File: src/rtl/minmax_job_scheduler.sv
// Round-robin scheduler that shares a single signed min/max search engine
// between N_REQ requesters. Each job streams a block of samples out of the
// shared sample RAM and reports the extreme values tagged with the owner id.
module minmax_job_scheduler #(
  parameter int N_REQ  = 4,
  parameter int WIDTH  = 32,
  parameter int ADDR_W = 10,
  parameter int LEN_W  = 11,
  parameter int ID_W   = $clog2(N_REQ)
) (
  input  logic                    clk,
  input  logic                    reset,
  input  logic [N_REQ-1:0]        req,
  input  logic [N_REQ*ADDR_W-1:0] req_base,
  input  logic [N_REQ*LEN_W-1:0]  req_len,
  output logic [N_REQ-1:0]        ack,
  output logic                    mem_rd_en,
  output logic [ADDR_W-1:0]       mem_addr,
  input  logic [WIDTH-1:0]        mem_rdata,
  output logic                    busy,
  output logic                    resp_valid,
  output logic [ID_W-1:0]         resp_id,
  output logic [WIDTH-1:0]        resp_min,
  output logic [WIDTH-1:0]        resp_max,
  output logic                    resp_empty
);

  typedef enum logic [1:0] {IDLE, ISSUE, DRAIN, DONE} state_t;

  state_t state, state_n;

  logic [ID_W-1:0]  ptr;
  logic [ID_W-1:0]  job_id;
  logic [LEN_W-1:0] remain, remain_n;

  logic             any_req;
  logic [ID_W-1:0]  pick_id;
  logic [ID_W-1:0]  cand_id;
  int               cand;
  logic [ADDR_W-1:0] pick_base;
  logic [LEN_W-1:0] pick_len;

  logic [N_REQ-1:0]  ack_n;
  logic              rd_en_n;
  logic [ADDR_W-1:0] addr_n;
  logic              resp_valid_n;
  logic              load_job;
  logic              finish_empty;
  logic              finish_data;

  logic                    valid_d;
  logic                    have_sample;
  logic signed [WIDTH-1:0] sample;
  logic signed [WIDTH-1:0] cur_min, cur_max;
  logic signed [WIDTH-1:0] nxt_min, nxt_max;

  assign sample    = mem_rdata;
  assign pick_base = req_base[pick_id*ADDR_W +: ADDR_W];
  assign pick_len  = req_len[pick_id*LEN_W +: LEN_W];

  // Round-robin arbiter: first requester at or after the pointer wins.
  always_comb begin
    any_req = 1'b0;
    pick_id = '0;
    cand    = 0;
    cand_id = '0;
    for (int i = 0; i < N_REQ; i++) begin
      cand = int'(ptr) + i;
      if (cand >= N_REQ) cand = cand - N_REQ;
      cand_id = ID_W'(cand);
      if (!any_req && req[cand_id]) begin
        any_req = 1'b1;
        pick_id = cand_id;
      end
    end
  end

  // Running signed min/max including the sample currently on the read bus.
  always_comb begin
    nxt_min = cur_min;
    nxt_max = cur_max;
    if (valid_d) begin
      if (!have_sample) begin
        nxt_min = sample;
        nxt_max = sample;
      end else begin
        if (sample < cur_min) nxt_min = sample;
        if (sample > cur_max) nxt_max = sample;
      end
    end
  end

  // Next-state logic and next values of the registered outputs.
  always_comb begin
    state_n      = state;
    ack_n        = '0;
    rd_en_n      = 1'b0;
    addr_n       = mem_addr;
    remain_n     = remain;
    resp_valid_n = 1'b0;
    load_job     = 1'b0;
    finish_empty = 1'b0;
    finish_data  = 1'b0;
    case (state)
      IDLE: begin
        if (any_req) begin
          load_job       = 1'b1;
          ack_n[pick_id] = 1'b1;
          if (pick_len != '0) begin
            state_n  = ISSUE;
            rd_en_n  = 1'b1;
            addr_n   = pick_base;
            remain_n = pick_len - LEN_W'(1);
          end else begin
            state_n      = DONE;
            resp_valid_n = 1'b1;
            finish_empty = 1'b1;
          end
        end
      end
      ISSUE: begin
        if (remain == '0) begin
          state_n = DRAIN;
        end else begin
          rd_en_n  = 1'b1;
          addr_n   = mem_addr + ADDR_W'(1);
          remain_n = remain - LEN_W'(1);
        end
      end
      DRAIN: begin
        state_n      = DONE;
        resp_valid_n = 1'b1;
        finish_data  = 1'b1;
      end
      DONE: begin
        state_n = IDLE;
      end
      default: state_n = IDLE;
    endcase
  end

  // State register.
  always_ff @(posedge clk) begin
    if (reset) state <= IDLE;
    else       state <= state_n;
  end

  // Handshake, read-port and sequencing registers.
  always_ff @(posedge clk) begin
    if (reset) begin
      ack        <= '0;
      mem_rd_en  <= 1'b0;
      mem_addr   <= '0;
      remain     <= '0;
      busy       <= 1'b0;
      resp_valid <= 1'b0;
      ptr        <= '0;
      job_id     <= '0;
    end else begin
      ack        <= ack_n;
      mem_rd_en  <= rd_en_n;
      mem_addr   <= addr_n;
      remain     <= remain_n;
      busy       <= (state_n != IDLE);
      resp_valid <= resp_valid_n;
      if (load_job) begin
        job_id <= pick_id;
        ptr    <= (pick_id == ID_W'(N_REQ - 1)) ? '0 : pick_id + ID_W'(1);
      end
    end
  end

  // Capture pipeline: read data is valid the cycle after each read strobe.
  always_ff @(posedge clk) begin
    if (reset) begin
      valid_d     <= 1'b0;
      have_sample <= 1'b0;
      cur_min     <= '0;
      cur_max     <= '0;
    end else begin
      valid_d <= mem_rd_en;
      if (load_job) begin
        have_sample <= 1'b0;
      end else if (valid_d) begin
        have_sample <= 1'b1;
        cur_min     <= nxt_min;
        cur_max     <= nxt_max;
      end
    end
  end

  // Result registers hold until the next completed job overwrites them.
  always_ff @(posedge clk) begin
    if (reset) begin
      resp_id    <= '0;
      resp_min   <= '0;
      resp_max   <= '0;
      resp_empty <= 1'b0;
    end else if (finish_empty) begin
      resp_id    <= pick_id;
      resp_min   <= '0;
      resp_max   <= '0;
      resp_empty <= 1'b1;
    end else if (finish_data) begin
      resp_id    <= job_id;
      resp_min   <= nxt_min;
      resp_max   <= nxt_max;
      resp_empty <= 1'b0;
    end
  end

endmodule

File: config.mk
export PLATFORM = sky130hd
export DESIGN_NAME = minmax_job_scheduler
export DESIGN_NICKNAME = d
export VERILOG_FILES = /design/src/rtl/minmax_job_scheduler.sv
export SDC_FILE = /design/constraint.sdc
export NUM_CORES = 1
export LEC_CHECK = 0
export CAP_MARGIN = 5
export CORE_MARGIN = 4
export CORE_UTILIZATION = 38
export DETAILED_ROUTE_END_ITERATION = 8
export GPL_TIMING_DRIVEN = 0
export SLEW_MARGIN = 20
export SYNTH_ARGS = -nofsm -noshare
export SYNTH_HDL_FRONTEND = slang
export SYNTH_SLANG_ARGS = --single-unit
File: constraint.sdc
create_clock -name clk -period 2.73 [get_ports clk]
set_input_delay 0.4095 -clock clk [delete_from_list [all_inputs] [get_ports clk]]
set_output_delay 0.4095 -clock clk [all_outputs]
set_load 0.02 [all_outputs]
Word level (Yosys, flattened, before mapping)
Cells that the tools add are included.

Register bits: 167. Output and inout bits: 84. Word-level logic and storage cells: 128.

$add $sub $neg: 11. $mul: 2. Magnitude comparators: 12. Equal/unequal tests: 7. Shift-type cells: 2. Multiplexer cells: 56. Bitwise operators: 3. Reductions and logical operators: 18.

Operators with widths (number): $mux 32 (6); $shiftx 44x7->11 (1); $shiftx 40x7->10 (1); $mux 11 (3); $gt 32x32->1 (1); $lt 32x32->1 (1); $mux 10 (3); $mux 2 (14); $pmux 11 s2 (1); $sub 11x1->11 const B (2); $mux 1 (20); $pmux 10 s2 (1); $lt 2x3->1 const B (5); $logic_not 11->1 (1); $reduce_bool 11->1 (1); $add 10x1->10 const B (1); $ge 3x3->1 const B (3); $bmux 1 s2 (4); $pmux 2 s4 (1); $sub 2x1->2 const B (4); $add 2x2->3 const B (2); $eq 2x2->1 const B (3); $mul 2x4->6 const B (1); $ne 2x2->1 const B (3); 17 further kinds (28).

Depth between registers and ports, before layout
Depth after elaboration: 21. Mapped depth: 15. Gate-level depth less buffers: 13.

Worst setup path before layout
No wires, ideal clock.

Path kind: input -> register. Start: input req[0]. End: register remain[10]. Library setup time: 0.074 ns. Arrival time: 2.827 ns. Required time: 2.656 ns. Slack: -0.171 ns. Cell stages on the path: 15. Path buffers: 2. Cell sequence: nor2b_1 o21bai_1 nand2_1 inv_2 buf_2 buf_1 nand2_1 and3_1 a311oi_1 a21oi_1 ha_1 and3_1 nand4_1 a21bo_2 a31oi_1.

Word-level cells in the longest chain between the ends: 18.

RTL lines: start: declaration (line 13) `input logic [N_REQ-1:0] req,`; $bmux 1 s2 (line 71) `if (!any_req && req[cand_id]) begin`; $mux 1 (implied by the code) (line 71); $mux 1 (line 71); $logic_not 1->1 (line 71); $logic_and 1x1->1 (line 71); $mux 1 (line 71); $logic_not 1->1 (line 71); $logic_and 1x1->1 (line 71); [2 not listed]; $logic_and 1x1->1 (line 71); $mux 2 (line 71); $mul 2x4->6 (line 59) `assign pick_len = req_len[pick_id*LEN_W +: LEN_W];`; $shiftx 44x7->11 (line 59); $sub 11x1->11 (line 113) `remain_n = pick_len - LEN_W'(1);`; $mux 11 (line 109) `if (pick_len != '0) begin`; $mux 11 (line 106) `if (any_req) begin`; $pmux 11 s2 (line 104) `case (state)`; end signal: assignment (line 163) `remain <= remain_n;`; end: declaration (line 34) `logic [LEN_W-1:0] remain, remain_n;`.

Several ways; a longest one is shown, not always the timed one. The select of a mux whose other input is x is not followed. A chain may end at the register's enable or synchronous reset.

Worst setup path after layout
Start: register cur_min[25]. End: register resp_min[31].

Word-level cells in the longest chain between the ends: 4.

RTL lines: start: declaration (line 54) `logic signed [WIDTH-1:0] cur_min, cur_max;`; start signal: assignment (line 186) `cur_min <= nxt_min;`; $lt 32x32->1 (line 87) `if (sample < cur_min) nxt_min = sample;`; $mux 32 (line 87); $mux 32 (line 83) `if (!have_sample) begin`; $mux 32 (line 82) `if (valid_d) begin`; end signal: assignment (line 206) `resp_min <= nxt_min;`; end: declaration (line 23) `output logic [WIDTH-1:0] resp_min,`.

Every way passes these cells.

==> reports/results.tsv <==
stage	metric	value	unit
outcome	status	finished clean	
logic_synthesis	synth-seq-cells	167	
power_and_ir_drop	power	9100	µW
detailed_routing	route.final.wire_length	32000	µm
cells_and_area	multi_input_area	6410	µm²
critical_path	cp_data_required_time	3.02	ns
timing	slew_viol_final	0	
detailed_routing	drc	0	
logic_synthesis	ys_seq_area_frac	0.339	
floorplanning	dieArea	28600	µm²
detailed_routing	met3_wirelength	1870	µm
timing	post-route-min-period	2.71	ns
floorplanning	fp-row-count	58	
critical_path	critical-path-top-delay-family	compound AO/OA/AOI/OAI gates	
logic_synthesis	synth_edf_count	0	
clock_network	ctsHoldBuffers	0	
floorplanning	die_h	169	µm
detailed_routing	drtPass1Iterations	5	
critical_path	start_kind	flop	
clock_network	clkTransAtPathRegs	0.07	ns
clock_network	root_buffer	clkbuf_16	
critical_path	worstPathCellList	inv_2 > ha_4 > a21o_1 > a21o_1 > a21o_1 > a2111oi_4 > buf_4 > nor3b_1 > o41ai_1 > a41oi_1 > mux2i_2 > a211oi_1	
logic_synthesis	synth_area	9870	µm²
logic_synthesis	synth.net_count	1352	
grt	grt_usage	0.211	
detailed_routing	ant_nets	0	
min_path	min-delay-path-class	in2reg	
logic_synthesis	synth_common_cells	nor2_1, dfxtp_1, mux2i_1	
floorplanning	start_util	0.389	
timing	worst_pin_slew	0.967	ns
placed_design	hpwlAfterDp	23400	µm
cells_and_area	ff_latch_area	3370	µm²
critical_path	cp.buffers_inverters	2	
timing	fin_crit_sh	0.993	
clock_network	cts-htree-levels	4	
detailed_routing	vias	9411	
timing	max_slew_margin	0.355	
timing	max_freq	0.369	GHz
logic_synthesis	synth_most_common_cell	nor2_1	
floorplanning	core	25400	µm²
critical_path	critPathKind	reg2reg	
detailed_routing	wl_per_cell	18.2	µm
cells_and_area	synthToLayoutAreaGrowth	42.4	%
clock_network	clock_path_buffers	2	
job	max_cap_viol_count	0	
clock_network	clk_latency	0.43	ns
critical_path	critical_path.most_common_cell	a21o_1	
critical_path	max_stage_delay	0.39	ns
placed_design	postPlaceCellArea	12300	µm²
clock_network	cts_num_sinks	167	
floorplanning	die_w	169	µm
placed_design	gp_congestion	0.852	
cells_and_area	stdcell_area	14000	µm²
power_and_ir_drop	peakVddDrop	0.403	mV
grt	grt_max_degree	17	
critical_path	cp.arrival	3.00	ns
timing	setup_ws	0.0201	ns
floorplanning	ios	206	
logic_synthesis	async_flop_share	0	
placed_design	portBuffers	205	
placed_design	post-place-ws	-1.07	ns
critical_path	worst_setup_path_end_kind	flop	
timing	clock_skew	0.0110	ns
cells_and_area	nets	1612	
logic_synthesis	avgSynthCellArea	8.50	µm²
detailed_routing	drt-met1-wl	14000	µm
detailed_routing	top_layer	met4	
grt	antenna_found_initial	2	
clock_network	cts_tree	done	
logic_synthesis	ys_dominant_reg_cell	dfxtp_1	
logic_synthesis	ys_warn_count	0	
timing	setup_viol	0	
timing	rsz0062_at_grt	true	
power_and_ir_drop	p_per_area	648	nW/µm²
detailed_routing	via_per_inst	5.34	
grt	grt.overflow.total	0	
grt	grt_first_pass_wirelength	48700	µm
logic_synthesis	synth_area_leaders	dfxtp_1, mux2i_1, ha_1	
detailed_routing	drtIter0Drc	502	
logic_synthesis	synth_top_area_share	0.339	
detailed_routing	wl_met2	15700	µm
grt	grt_pass1_vias	9144	
clock_network	cts_buffers	17	
timing	finalHoldWorstSlack	0.399	ns
cells_and_area	fillers	2378	
cells_and_area	drive_above_1_share	0.163	
logic_synthesis	yosys.area.top_type	dfxtp_1	
logic_synthesis	synthCells	1161	
critical_path	slowest_stage	a2111oi_4	
critical_path	worstPathMaxFanout	3	
timing	hold_viol_final	0	
power_and_ir_drop	total_leakage_power	0.00578	µW
logic_synthesis	synth.distinct_cells	74	
-- routing by layer --
layer / vias up / global-route usage
li1: 4672 / -
met4: 0 / 0.0511
met5: - / 0
met3: 34 / 0.0494
met2: 246 / 0.361
met1: 4459 / 0.271
-- flip-flops by register name, summed over array words and instances (netlist names) --
name,count
ptr,2
state,2
remain,11
cur_min,32
mem_addr,10
have_sample,1
ack,4
resp_max,32
resp_min,32
valid_d,1
resp_empty,1
cur_max,32
resp_valid,1
job_id,2
busy,1
resp_id,2
mem_rd_en,1
-- cells in the final DEF (no fill, tap or decap), types with 21 or more instances in the layout --
cell             synthesis  final
nor2_1                 170    169
clkbuf_16                0     21
o21ai_0                 24     21
a21oi_1                 41     36
inv_1                   68     65
nand3_1                 50     47
dlygate4sd2_1            0     33
ha_1                    69     62
nand4_1                 22     22
clkdlybuf4s50_1          0    169
a211oi_1                75     65
buf_4                   10     27
clkbuf_1                40     32
nand2_1                 83     80
mux2i_1                138    119
dfxtp_1                167    151
-- worst reg2reg max path, stage by stage (launching register included) --
cell and delay [ns]:
dfxtp_2 0.35, inv_2 0.05, ha_4 0.21, a21o_1 0.17, a21o_1 0.16, a21o_1 0.19
a2111oi_4 0.39, buf_4 0.18, nor3b_1 0.05, o41ai_1 0.28, a41oi_1 0.12, mux2i_2 0.31
a211oi_1 0.11
-- power breakdown --
part           leakage (µW)  switching, µW  internal [µW]
Sequential          0.00136            239           2720
Combinational       0.00412           1970           1670
Clock              0.000299           1020           1480
Total               0.00578           3220           5870
-- area by class of cell --
type / instances / share of cell area
multi-input cells: 851 / 0.456
flip-flops and latches: 167 / 0.240
repair buffers: 243 / 0.171
plain buffers: 71 / 0.0413
clock buffers: 19 / 0.0322
well taps: 330 / 0.0294
inverters: 70 / 0.0196
clock inverters: 11 / 0.0106
diodes: 1 / 0.000178
-- worst paths after layout --
path	cells after the start	endpoint	startpoint	slack (ns)
worst max-delay path	12	resp_min[31]	cur_min[25]	0.02
worst max register to register	12	resp_min[31]	cur_min[25]	0.02
worst min-delay path	3	cur_min[25]	mem_rdata[25]	0.40
worst min register to register	2	resp_empty	resp_empty	0.46
-- metrics by stage --
stage	std cells	util	setup TNS, ns
4_1_cts	1746	0.523	-0.0901
3_5_place_dp	1696	0.486	-132.41
6_report	1763	0.553	0
3_3_place_gp	1696	0.486	-133.24
5_1_grt	1763	0.553	-5.05
2_1_floorplan	1161	-	0
-- repair_timing --
item                                    4_1_cts  5_1_grt
buffers inserted                             20       13
endpoints found under the setup margin      145      147
pin swaps                                    24       45
resized for setup                           101      132
cloned                                        0        6
-- kinds of logic (layout without fill, tap and decap cells) --
family / after synthesis / after routing / share of synthesized area
other cells: 0 / 1 / 0
buf+inv: 143 / 414 / 0.0673
simple gates: 411 / 411 / 0.196
xor+xnor: 4 / 4 / 0.00355
mux: 142 / 142 / 0.145
fa+ha+maj: 69 / 69 / 0.0875
flops: 167 / 167 / 0.339
compound gates: 225 / 225 / 0.162
Power figures use the tool's default switching activity.
